==> src/rtl/cpu_ahb_rdata_align.sv <==
// Purpose : AHB read-data lane aligner. It tracks the data phase of every accepted transfer
//           and steers the addressed byte lanes of s_hrdata to the master.
// Latency : m_hrdata and the completion pulses are combinational in the data-phase cycle.
//           The context and the FSM advance on the next cpu_clk edge.
// Backpr. : none of its own. It follows s_hready, and nothing advances while s_hready is low.
//
// Ports
//   cpu_clk, pad_cpu_rst_b      : clock (rising edge), asynchronous active-low reset
//   m_haddr/m_htrans/m_hsize/
//   m_hwrite                    : master address-phase signals
//   s_hready/s_hresp/s_hrdata   : slave response and raw read data (only s_hresp[0] is used)
//   bigend_b                    : static lane order, 1 = little-endian, 0 = big-endian
//   m_hrdata                    : aligned read data (zero when the context is illegal)
//   rd_data_vld                 : pulses on an OKAY read completion with a legal context
//   rd_err                      : pulses on an ERROR completion, read or write
//   rd_misalign                 : pulses on a read completion with an illegal size or address
//   err_cnt                     : saturating count of ERROR completions
//   busy                        : a data phase is pending
module cpu_ahb_rdata_align #(
   parameter int DATA_W     = 32,
   parameter int ALIGN_MODE = 0,
   parameter int ERR_CNT_W  = 8
) (
   input  logic                 cpu_clk,
   input  logic                 pad_cpu_rst_b,
   input  logic [31:0]          m_haddr,
   input  logic [1:0]           m_htrans,
   input  logic [2:0]           m_hsize,
   input  logic                 m_hwrite,
   input  logic                 s_hready,
   input  logic [1:0]           s_hresp,
   input  logic [DATA_W-1:0]    s_hrdata,
   input  logic                 bigend_b,
   output logic [DATA_W-1:0]    m_hrdata,
   output logic                 rd_data_vld,
   output logic                 rd_err,
   output logic                 rd_misalign,
   output logic [ERR_CNT_W-1:0] err_cnt,
   output logic                 busy
);

   localparam int         NB        = DATA_W / 8;
   localparam int         AW        = $clog2(NB);
   localparam logic [2:0] SIZE_FULL = 3'(AW);

   typedef enum logic [1:0] {
      IDLE    = 2'd0,
      RD_DATA = 2'd1,
      WR_DATA = 2'd2,
      ERR2    = 2'd3
   } state_t;

   state_t               state_q, state_d;
   logic [2:0]           size_q, size_d;
   logic                 write_q, write_d;
   logic [AW-1:0]        addr_q, addr_d;
   logic [ERR_CNT_W-1:0] err_cnt_q, err_cnt_d;

   logic                 accept;
   logic                 data_cyc;
   logic                 ctx_illegal;
   int                   size_bytes;
   int                   lane_off;
   logic [DATA_W-1:0]    shifted;
   logic [DATA_W-1:0]    rdata_algn;

   // The upper address bits and HRESP[1] play no part in lane selection. The write flag
   // stays in the context so that the data-phase direction is visible when debugging.
   logic unused_ok;
   assign unused_ok = ^{m_haddr[31:AW], s_hresp[1], write_q};

   // Only NONSEQ and SEQ are accepted, and only in a cycle where the bus moves.
   assign accept = s_hready & m_htrans[1];

   // ------------------------------------------------------------------------
   // Data-phase FSM
   // ------------------------------------------------------------------------
   always_comb begin
      state_d = state_q;
      if (s_hready) begin
         // Completion cycle: a new address phase in the same cycle starts its data phase
         // straight away, so pipelined transfers carry no bubble.
         if (accept) begin
            state_d = m_hwrite ? WR_DATA : RD_DATA;
         end else begin
            state_d = IDLE;
         end
      end else if (((state_q == RD_DATA) || (state_q == WR_DATA)) && s_hresp[0]) begin
         // First cycle of the two-cycle ERROR response.
         state_d = ERR2;
      end
   end

   // ------------------------------------------------------------------------
   // Data-phase context. It is captured only when the bus moves, so m_htrans changing
   // during wait states cannot disturb the transfer in flight.
   // ------------------------------------------------------------------------
   always_comb begin
      size_d  = size_q;
      write_d = write_q;
      addr_d  = addr_q;
      if (accept) begin
         size_d  = m_hsize;
         write_d = m_hwrite;
         addr_d  = m_haddr[AW-1:0];
      end
   end

   // ------------------------------------------------------------------------
   // Error counter. It saturates at all-ones.
   // ------------------------------------------------------------------------
   always_comb begin
      err_cnt_d = err_cnt_q;
      if (rd_err && (err_cnt_q != {ERR_CNT_W{1'b1}})) begin
         err_cnt_d = err_cnt_q + 1'b1;
      end
   end

   // The reset context is full width at offset 0, so m_hrdata passes s_hrdata straight
   // through while in reset without any extra mux.
   always_ff @(posedge cpu_clk or negedge pad_cpu_rst_b) begin
      if (!pad_cpu_rst_b) begin
         state_q   <= IDLE;
         size_q    <= SIZE_FULL;
         write_q   <= 1'b0;
         addr_q    <= '0;
         err_cnt_q <= '0;
      end else begin
         state_q   <= state_d;
         size_q    <= size_d;
         write_q   <= write_d;
         addr_q    <= addr_d;
         err_cnt_q <= err_cnt_d;
      end
   end

   // ------------------------------------------------------------------------
   // Lane selection
   // ------------------------------------------------------------------------
   always_comb begin
      size_bytes  = 1 << size_q;
      ctx_illegal = (size_q > SIZE_FULL) || ((int'(addr_q) & (size_bytes - 1)) != 0);

      // For big-endian, the lowest-addressed byte sits in the most significant lane, so
      // the window is mirrored within the bus. For an illegal context the offset is forced
      // to 0 so the shift amount never goes negative. The data is zeroed below anyway.
      if (ctx_illegal) begin
         lane_off = 0;
      end else if (bigend_b) begin
         lane_off = int'(addr_q);
      end else begin
         lane_off = NB - size_bytes - int'(addr_q);
      end

      shifted    = s_hrdata >> (8 * lane_off);
      rdata_algn = '0;
      for (int i = 0; i < NB; i++) begin
         if (ALIGN_MODE == 0) begin
            // The addressed lanes stay in place. Every other lane is zeroed.
            if ((i >= lane_off) && (i < (lane_off + size_bytes))) begin
               rdata_algn[8*i +: 8] = s_hrdata[8*i +: 8];
            end
         end else begin
            // The addressed lanes are right-justified and zero-extended.
            if (i < size_bytes) begin
               rdata_algn[8*i +: 8] = shifted[8*i +: 8];
            end
         end
      end

      if (ctx_illegal) begin
         rdata_algn = '0;
      end
   end

   // ------------------------------------------------------------------------
   // Outputs. Every pulse is qualified by a non-IDLE state, so all pulses are quiet in
   // IDLE and while in reset.
   // ------------------------------------------------------------------------
   assign data_cyc    = (state_q == RD_DATA) & s_hready & ~s_hresp[0];
   assign rd_data_vld = data_cyc & ~ctx_illegal;
   assign rd_misalign = data_cyc & ctx_illegal;
   assign rd_err      = (state_q == ERR2) & s_hready;
   assign m_hrdata    = rdata_algn;
   assign err_cnt     = err_cnt_q;
   assign busy        = (state_q != IDLE);

endmodule

==> config.mk <==
export PLATFORM = sky130hd
export DESIGN_NAME = cpu_ahb_rdata_align
export DESIGN_NICKNAME = d
export VERILOG_FILES = /design/src/rtl/cpu_ahb_rdata_align.sv
export SDC_FILE = /design/constraint.sdc
export NUM_CORES = 1
export LEC_CHECK = 0
export ABC_AREA = 1
export BUFFER_PORTS_ARGS = -buffer_cell sky130_fd_sc_hd__buf_2
export CORE_ASPECT_RATIO = 0.5
export CORE_MARGIN = 5
export CORE_UTILIZATION = 41
export CTS_CLUSTER_DIAMETER = 100
export DETAILED_ROUTE_END_ITERATION = 10
export PLACE_DENSITY = 0.83
export RECOVER_POWER = 50
export REMOVE_ABC_BUFFERS = 1
export SLEW_MARGIN = 25
export SYNTH_ARGS = -nofsm -noshare
export SYNTH_HDL_FRONTEND = slang
export SYNTH_SLANG_ARGS = --single-unit
==> constraint.sdc <==
create_clock -name cpu_clk -period 6 [get_ports cpu_clk]
set_clock_uncertainty 0.1 [all_clocks]
set_input_delay 1.2 -clock cpu_clk [delete_from_list [all_inputs] [get_ports cpu_clk]]
set_output_delay 1.2 -clock cpu_clk [all_outputs]
set_load 0.02 [all_outputs]
==> results of run 1 <==
cell type report:
| cell class | instances | share of cell area [%] |
|---|---|---|
| Clock buffer | 3 | 2.47 |
| Multi-Input combinational cell | 329 | 58.8 |
| Timing Repair Buffer | 93 | 15.4 |
| Tap cell | 73 | 3.00 |
| Inverter | 64 | 7.89 |
| Sequential cell | 15 | 12.4 |
| Clock inverter | 1 | 0.164 |
synthesized netlist by cell type (all sizes together):
cell,count
xor2,8
o21a,1
or2,1
a211oi,1
buf,2
o21ai,7
o41ai,1
a21oi,17
dfstp,1
nor3,3
clkbuf,4
nand3b,2
dfrtp,14
inv,64
ha,20
fa,2
nand3,30
nand2,136
nor2,87
nand4,9
and2,1
xnor2,3
cells by family (layout without fill, tap and decap cells):
group                    after synthesis  in the layout  share of synthesized area, %
XOR/XNOR                              11             11                          4.04
adder cells (fa/ha/maj)               22             22                          12.2
flip-flops                            15             15                          15.8
buffers and inverters                 70            161                          11.2
AO/OA/AOI/OAI                         27             27                          6.98
AND/OR/NAND/NOR                      269            269                          49.8
flip-flops by register name, summed over array words and instances (netlist names):
signal	flops
addr_q	2
size_q	3
err_cnt	8
state_q	2
worst max-delay path by stage:
stage	start	end	slack [ps]	cells after the start
2_1_floorplan	size_q[1]	m_hrdata[24]	890	28
3_3_place_gp	size_q[1]	m_hrdata[20]	330	28
3_5_place_dp	size_q[1]	m_hrdata[21]	310	28
4_1_cts	size_q[1]	m_hrdata[21]	20	28
5_1_grt	size_q[1]	m_hrdata[20]	-20	27
6_report	size_q[1]	m_hrdata[21]	270	27
metrics by stage:
step	setup WS, ps	instances
after floorplan	893	408
after global placement	334	571
after detailed placement	314	571
after CTS	20.7	575
after global routing	-15.9	578
final	272	578
metal layers:
metal / global-route usage (%) / vias up / wire [um] / part of all wire (%)
met3: 3.26 / 5 / 465 / 7.4
met4: 2.72 / 0 / 37 / 0.59
li1: - / 1458 / - / -
met5: 0 / - / 0 / 0
met1: 21.1 / 1194 / 2850 / 45
met2: 31.0 / 83 / 2950 / 47
timing repair:
item                                    in CTS  in global routing
hold buffers                                 0                  0
buffers inserted                             0                  3
resized for setup                            0                 10
endpoints found under the setup margin       0                 32
power groups by stage:
stage                     sequential (mW)  combinational (mW)  clock [mW]
after floorplan                     0.160               0.197           0
after global placement              0.143               0.293           0
after detailed placement            0.143               0.299           0
after CTS                           0.142               0.300       0.133
after global routing                0.146               0.353       0.138
final                               0.142               0.310       0.129
==> flow_summary_export.csv, run 1 <==
group,metric,value,unit
finish,nNetsFinal,604,
yosys,synthCells,414,
yosys,synth_seq_area_share,15.8,%
clock_tree,clk_latency,240,ps
finish,finish.utilization,54.7,%
critical_path,criticalPathCategory,"reg -> out",
yosys,synth_cell_type_count,33,
global_routing,antenna_found_initial,0,
global_routing,grt_max_degree,35,
pwr,swShare,45.6,%
yosys,netlist_area,2390,um2
clock_tree,cts_buffers,3,
critical_path,critical-path-top-delay-family,"simple AND/OR/NAND/NOR gates",
die,die_w,118,um
pwr,intPower,0.316,mW
place,place_congestion,0.899,
clock_tree,htree_levels,1,
yosys,synth_top_area_cell,"nand2_1",
flow_run,drv_cap,0,
sta,finalHoldViolCount,0,
clock_tree,cts_tree,"yes",
pwr,power.density,191,nW/um2
route,viasPerCell,4.74,
yosys,yosys.area.top_type_share,19.7,%
global_routing,grt_pass1_vias,2536,
status,status,"complete, no violations",
hold_path,holdPathStages,1,
die,io_pins,120,
clock_tree,cts_max_path_buffers,2,
hold_path,hp-class,"reg -> reg",
sta,fin_crit,5730,ps
place,detailed_place_hpwl,5.20,mm
die,fp.coreArea,5560,um2
finish,final_common_cell,"nand2_1",
route,ant_nets,0,
route,drt_wl_total,6.30,mm
finish,design_area,3050,um2
critical_path,rrSetupSlack,4060,ps
clock_tree,cts_sinks,15,
critical_path,r2r_end,"err_cnt[7]",
pwr,p_clk_share,22.3,%
sta,drv_slew,0,
finish,drive_gt1_share,24.6,%
finish,diodes,0,
place,io_buffers,87,
hold_path,worstHoldEndpoint,"err_cnt[7]",
yosys,synthTopCellsByArea,"nand2_1 (20%), dfrtp_1 (15%), nor2_1 (13%)",
route,drtIter0Drc,148,
route,num_vias,2740,
die,die_y,63.9,um
route,avgRoutedWirePerCell,10.9,um
critical_path,slowest_stage,"dfstp_2",
critical_path,path_max_fanout,8,
critical_path,reg2regPathDepth,9,
global_routing,grt_pass1_wl,11.1,mm
die,std_cell_rows,19,
sta,fmax,175,MHz
route,drcViolationCount,0,
sta,hold_slack,399,ps
sta,tightestPinTransition,803,ps
yosys,ys.warnings.count,0,
critical_path,worst_setup_path_end_kind,"output port",
finish,syn_to_final_growth,27.6,%
critical_path,arrival,4430,ps
hold_path,hold_start,"err_cnt[7]",
sta,setup_tns,0,ps
place,place_area,2910,um2
pwr,power,0.581,mW
die,initial_core_util,42.9,%
sta,maxSlewHeadroom,46.4,%
route,drtPass1Iterations,4,
critical_path,path_buf_inv,4,
global_routing,grt_usage,16.8,%
pwr,p_switching,0.265,mW
yosys,synth_area_per_cell,5.76,um2
critical_path,start_kind,"flop",
pwr,p_seq_share,24.4,%
finish,multi_input_area,1790,um2
pwr,comb_power_share,53.3,%
critical_path,rr_startpoint,"err_cnt[1]",
clock_tree,clk_pin_slew,50,ps
die,dieArea,7540,um2
finish,fill_cells,571,
sta,setup_viol,0,
pwr,ir_drop,0.000249,V
critical_path,slowest_delay,560,ps
global_routing,overflow,0,
critical_path,required,4700,ps
finish,final_cell_mix,"nand2_1 (125), nor2_1 (77), buf_2 (77)",
sta,min_period_over_period,95.5,%
yosys,synth-seq-cells,15,
clock_tree,cts_root_buffer,"clkbuf_16",
pwr,leakagePower,1.78,nW
finish,register_area,377,um2
Note: power is estimated with default switching activity, not from simulation.
==> inputs of run 2 (changes only) <==
--- a/config.mk
+++ b/config.mk
@@ -5,16 +5,15 @@
 export SDC_FILE = /design/constraint.sdc
 export NUM_CORES = 1
 export LEC_CHECK = 0
-export ABC_AREA = 1
+export ABC_AREA = 0
 export BUFFER_PORTS_ARGS = -buffer_cell sky130_fd_sc_hd__buf_2
 export CORE_ASPECT_RATIO = 0.5
 export CORE_MARGIN = 5
 export CORE_UTILIZATION = 41
 export CTS_CLUSTER_DIAMETER = 100
 export DETAILED_ROUTE_END_ITERATION = 10
-export PLACE_DENSITY = 0.83
+export PLACE_DENSITY = 0.85
 export RECOVER_POWER = 50
-export REMOVE_ABC_BUFFERS = 1
 export SLEW_MARGIN = 25
 export SYNTH_ARGS = -nofsm -noshare
 export SYNTH_HDL_FRONTEND = slang
==> constraint.sdc (replaced) <==
create_clock -name cpu_clk -period 7.2 [get_ports cpu_clk]
set_clock_uncertainty 0.1 [all_clocks]
set_input_delay 1.44 -clock cpu_clk [delete_from_list [all_inputs] [get_ports cpu_clk]]
set_output_delay 1.44 -clock cpu_clk [all_outputs]
set_load 0.02 [all_outputs]
==> flow_summary_export.csv, run 2 <==
group,metric,value,unit
critical_path,path_max_fanout,12,
critical_path,worst_setup_path_end_kind,"output port",
pwr,power.density,202,nW/um2
pwr,comb_power_share,65.1,%
yosys,synth_edf_count,0,
sta,setup_tns,0,ps
yosys,synth_area_per_cell,8.10,um2
yosys,async_flop_share,100,%
die,fp.coreArea,5000,um2
global_routing,grt_max_degree,16,
finish,nNetsFinal,451,
yosys,synth-seq-cells,15,
place,place_congestion,0.891,
critical_path,criticalPathCategory,"reg -> out",
yosys,ys.warnings.count,0,
finish,syn_to_final_growth,25.0,%
clock_tree,cts_max_path_buffers,2,
sta,min_period_over_period,91.8,%
sta,setup_viol,0,
flow_run,drv_cap,0,
die,io_pins,120,
clock_tree,cts_tree,"yes",
clock_tree,clk_latency,240,ps
route,num_vias,2101,
route,drtIter0Drc,104,
yosys,synth_nets,363,
clock_tree,htree_levels,1,
finish,finish.utilization,53.6,%
yosys,yosys.area.top_type_share,16.3,%
finish,diodes,0,
critical_path,arrival,5070,ps
sta,maxSlewHeadroom,48.9,%
critical_path,rr_startpoint,"state_q[0]",
critical_path,r2r_end,"err_cnt[5]",
clock_tree,postCtsSetupRepairBufs,0,
route,avgRoutedWirePerCell,12.5,um
pwr,p_seq_share,22.7,%
clock_tree,cts_sinks,15,
finish,drive_gt1_share,31.0,%
route,drt_wl_total,5.29,mm
pwr,leakagePower,1.37,nW
die,dieArea,6870,um2
status,status,"complete, no violations",
critical_path,required,5660,ps
pwr,power,0.541,mW
finish,largest_reg_flops,8,
route,drtPass1Iterations,4,
yosys,synth.top_cells.by_count,"nand2_1 (38), nor2_1 (38), ha_1 (20), inv_1 (20), a21oi_1 (16)",
sta,finalHoldViolCount,0,
critical_path,crit_start,"size_q[1]",
yosys,netlist_area,2150,um2
place,io_buffers,87,
yosys,synthCells,265,
pwr,swShare,48.8,%
hold_path,holdPathStages,1,
sta,fin_crit,6610,ps
critical_path,start_kind,"flop",
yosys,synth_cell_type_count,54,
critical_path,path_buf_inv,5,
critical_path,crit_path_end,"m_hrdata[29]",
global_routing,grt_pass1_vias,1777,
place,detailed_place_hpwl,4.54,mm
global_routing,antenna_found_initial,0,
pwr,p_clk_share,12.2,%
yosys,synth_top_area_cell,"dfrtp_1",
sta,worst_slack,590,ps
critical_path,slowest_stage,"dfstp_2",
route,ant_nets,0,
pwr,ir_drop,0.000168,V
clock_tree,cts_buffers,3,
die,die_w,112,um
route,viasPerCell,4.98,
critical_path,critical-path-top-delay-family,"simple AND/OR/NAND/NOR gates",
clock_tree,clk_pin_slew,60,ps
global_routing,overflow,0,
sta,rsz0062_at_grt,"no",
pwr,p_switching,0.264,mW
place,place_inst,418,
finish,fill_cells,485,
finish,final_common_cell,"buf_2",
sta,fmax,151,MHz
sta,drv_slew,0,
critical_path,path_cells,"nor2_1 -> nand2_1 -> inv_1 -> ha_1 -> inv_1 -> ha_1 -> inv_1 -> fa_1 -> nor4bb_1 -> nor2_1 -> buf_4 -> ha_1 -> o21ai_0 -> nand2b_1 -> o41a_1 -> nand4_1 -> mux2i_2 -> nor3_4 -> nor3b_1 -> buf_2",
die,die_y,61.2,um
global_routing,grt_pass1_wl,7.92,mm
place,pre_cts_slack,861,ps
die,initial_core_util,42.9,%
yosys,synthTopCellsByArea,"dfrtp_1 (16%), ha_1 (12%), nand2_1 (6.6%)",
critical_path,rrSetupSlack,5530,ps
clock_tree,postCtsHoldBufs,0,
finish,final_cell_mix,"buf_2 (76), nand2_1 (38), nor2_1 (38)",
critical_path,crit_cells,20,
clock_tree,cts_root_buffer,"clkbuf_8",
hold_path,hp-class,"reg -> reg",
finish,layout.cells.non_filler,422,
clock_tree,cts_resized,0,
route,drcViolationCount,0,
die,std_cell_rows,18,
global_routing,grt_usage,14.0,%
pwr,intPower,0.277,mW
yosys,ys.flop_type,"dfrtp_1",
sta,tightestPinTransition,767,ps
critical_path,reg2regPathDepth,6,
critical_path,slowest_delay,620,ps
yosys,synth_seq_area_share,17.6,%
-- run 2: cell count changes in the layout (fill, tap and decap cells not counted), sizes merged, moves of 5 or more --
cell / previous run / this run
nand2: 136 / 38
nand2b: 0 / 6
xnor2: 3 / 9
mux2: 0 / 7
nor3b: 0 / 10
nand3: 30 / 4
a21o: 0 / 5
nor2: 87 / 38
inv: 64 / 20
buf: 83 / 77
-- run 2: cell type report --
type,count,area (um2),area share [%]
inverters,20,75.1,2.80
clock inverters,1,5.00,0.187
repair buffers,88,429,16.0
clock buffers,3,41.3,1.54
multi-input cells,225,1670,62.2
well taps,70,87.6,3.27
flip-flops and latches,15,377,14.0
-- run 2: per-layer routing --
metal	global-route usage (%)	wire length [um]
met1	18.5	2440
met5	0	0
met2	24.0	2500
met4	4.11	19
met3	2.55	336
-- run 2: cells by family after synthesis --
kind of cell	after synthesis	share of synthesized area, %
buffers and inverters	25	4.78
AOI/OAI and AO/OA	50	19.1
adders and majority gates	22	13.5
DFF	15	17.6
and+or+nand+nor	130	33.9
xor gates and xnor gates	13	5.31
muxes	10	5.83
-- run 2: how the worst min path moves through the flow --
stage                    start         end  slack [ps]
detailed placement  err_cnt[7]  err_cnt[7]         390
CTS                 err_cnt[7]  err_cnt[7]         400
floorplan            addr_q[0]   addr_q[0]         430
global placement    err_cnt[7]  err_cnt[7]         390
finish              err_cnt[6]  err_cnt[6]         400
global route        err_cnt[7]  err_cnt[7]         430
-- run 2: power groups by stage --
stage	Sequential, mW	Combinational (mW)	Clock (mW)
2_1_floorplan	0.127	0.264	0
3_3_place_gp	0.123	0.349	0
3_5_place_dp	0.124	0.356	0
4_1_cts	0.123	0.357	0.0695
5_1_grt	0.126	0.389	0.0727
6_report	0.123	0.352	0.0657
-- run 2: metrics by stage --
stage	hold WS (ps)	cell area, um2
5_1_grt	429	2680
3_5_place_dp	386	2650
3_3_place_gp	386	2650
2_1_floorplan	431	2150
6_report	395	2680
4_1_cts	402	2700
==> inputs of run 3 (changes only) <==
--- a/config.mk
+++ b/config.mk
@@ -9,10 +9,10 @@
 export BUFFER_PORTS_ARGS = -buffer_cell sky130_fd_sc_hd__buf_2
 export CORE_ASPECT_RATIO = 0.5
 export CORE_MARGIN = 5
-export CORE_UTILIZATION = 41
+export CORE_UTILIZATION = 48
 export CTS_CLUSTER_DIAMETER = 100
 export DETAILED_ROUTE_END_ITERATION = 10
-export PLACE_DENSITY = 0.85
+export PLACE_DENSITY = 0.95
 export RECOVER_POWER = 50
 export SLEW_MARGIN = 25
 export SYNTH_ARGS = -nofsm -noshare
==> flow_summary_export.csv, run 3 (same netlist as run 2, synthesis figures left out) <==
group,metric,value,unit
status,status,"complete, no violations",
global_routing,grt_pass1_wl,9.10,mm
hold_path,holdPathStages,1,
route,ant_nets,0,
sta,rsz0062_at_grt,"no",
die,initial_core_util,49.2,%
pwr,ir_drop,0.000175,V
sta,setup_tns,0,ps
clock_tree,cts_max_path_buffers,2,
route,drtIter0Drc,91,
die,dieArea,5990,um2
critical_path,r2r_end,"err_cnt[6]",
finish,syn_to_final_growth,24.2,%
route,drcViolationCount,0,
sta,worst_slack,519,ps
sta,finalHoldViolCount,0,
global_routing,antenna_found_initial,0,
finish,diodes,0,
critical_path,worst_setup_path_end_kind,"output port",
critical_path,arrival,5140,ps
critical_path,rrSetupSlack,5540,ps
pwr,power,0.545,mW
finish,final_common_cell,"buf_2",
critical_path,path_max_fanout,12,
global_routing,grt_max_degree,16,
route,avgRoutedWirePerCell,13.1,um
hold_path,hp-class,"reg -> reg",
clock_tree,clk_pin_slew,60,ps
finish,layout.cells.non_filler,409,
die,fp.coreArea,4360,um2
clock_tree,cts_root_buffer,"clkbuf_8",
finish,register_area,377,um2
clock_tree,cts_tree,"yes",
finish,multi_input_area,1670,um2
place,pre_cts_slack,816,ps
hold_path,worstHoldEndpoint,"err_cnt[7]",
clock_tree,postCtsHoldBufs,0,
critical_path,criticalPathCategory,"reg -> out",
sta,fmax,150,MHz
route,drt_wl_total,5.38,mm
place,io_buffers,87,
finish,design_area,2670,um2
global_routing,grt_pass1_vias,2144,
clock_tree,clk_latency,240,ps
finish,largest_reg_flops,8,
place,place_inst,405,
sta,maxSlewHeadroom,49.4,%
die,die_y,57.3,um
finish,drive_gt1_share,31.0,%
die,std_cell_rows,17,
sta,fin_crit,6680,ps
route,wl_met2,2.60,mm
critical_path,reg2regPathDepth,6,
route,maxUsedRoutingLayer,"met4",
sta,min_period_over_period,92.8,%
clock_tree,htree_levels,1,
place,place_area,2630,um2
sta,drv_slew,0,
route,met1_length,2.26,mm
critical_path,rr_startpoint,"state_q[0]",
finish,fill_cells,384,
route,wl_met3,454,um
global_routing,grt_usage,17.8,%
clock_tree,postCtsSetupRepairBufs,0,
finish,final_cell_mix,"buf_2 (76), nand2_1 (38), nor2_1 (38)",
route,num_vias,2188,
sta,tightestPinTransition,759,ps
critical_path,required,5660,ps
place,place_congestion,0.883,
hold_path,hold_start,"err_cnt[7]",
clock_tree,cts_buffers,3,
flow_run,drv_cap,0,
clock_tree,cts_resized,0,
route,drtPass1Iterations,5,
sta,setup_viol,0,
clock_tree,cts_sinks,15,
finish,nNetsFinal,451,
pwr,power.density,204,nW/um2
die,die_w,105,um
global_routing,overflow,0,
die,io_pins,120,
pwr,leakagePower,1.37,nW
critical_path,start_kind,"flop",
route,viasPerCell,5.35,
place,detailed_place_hpwl,4.49,mm
[run 3: worst max path at each step]
| stage | from | end |
|---|---|---|
| global placement | size_q[1] | m_hrdata[24] |
| detailed placement | size_q[1] | m_hrdata[24] |
| finish | size_q[1] | m_hrdata[24] |
| floorplan | size_q[1] | m_hrdata[24] |
| global route | size_q[1] | m_hrdata[24] |
| CTS | size_q[1] | m_hrdata[24] |
[run 3: critical path, stage by stage (launching register included)]
cell and delay (ps):
dfstp_2 620, nor2_1 70, nand2_1 140, inv_1 90, ha_1 270, inv_1 60, ha_1 180, inv_1 60
fa_1 420, nor4bb_1 590, nor2_1 80, buf_4 220, ha_1 400, o21ai_0 110, nand2b_1 80, o41a_1 210
nand4_1 150, mux2i_2 540, nor3_4 150, nor3b_1 250, buf_2 200
[run 3: metal layers]
layer	vias to the layer above	global-route usage [%]
li1	1099	-
met2	67	32.7
met1	1014	20.7
met5	-	0
met3	8	4.29
met4	0	5.35
[run 3: area by class of cell]
class / instances / share of cell area [%]
multi-input combinational: 225 / 62.5
timing repair buffer: 88 / 16.1
sequential: 15 / 14.1
inverter: 20 / 2.82
tap: 57 / 2.68
clock buffer: 3 / 1.55
clock inverter: 1 / 0.188
[run 3: where the power goes]
part | internal, mW | leakage (nW) | switching, mW
Combinational | 0.139 | 1.16 | 0.217
Clock | 0.0382 | 0.0255 | 0.0265
Sequential | 0.100 | 0.189 | 0.0237
[run 3: through the flow]
step / hold slack [ps] / utilization, %
6_report: 405 / 61.1
2_1_floorplan: 431 / -
5_1_grt: 413 / 61.1
4_1_cts: 404 / 61.4
3_3_place_gp: 388 / 60.4
3_5_place_dp: 386 / 60.4
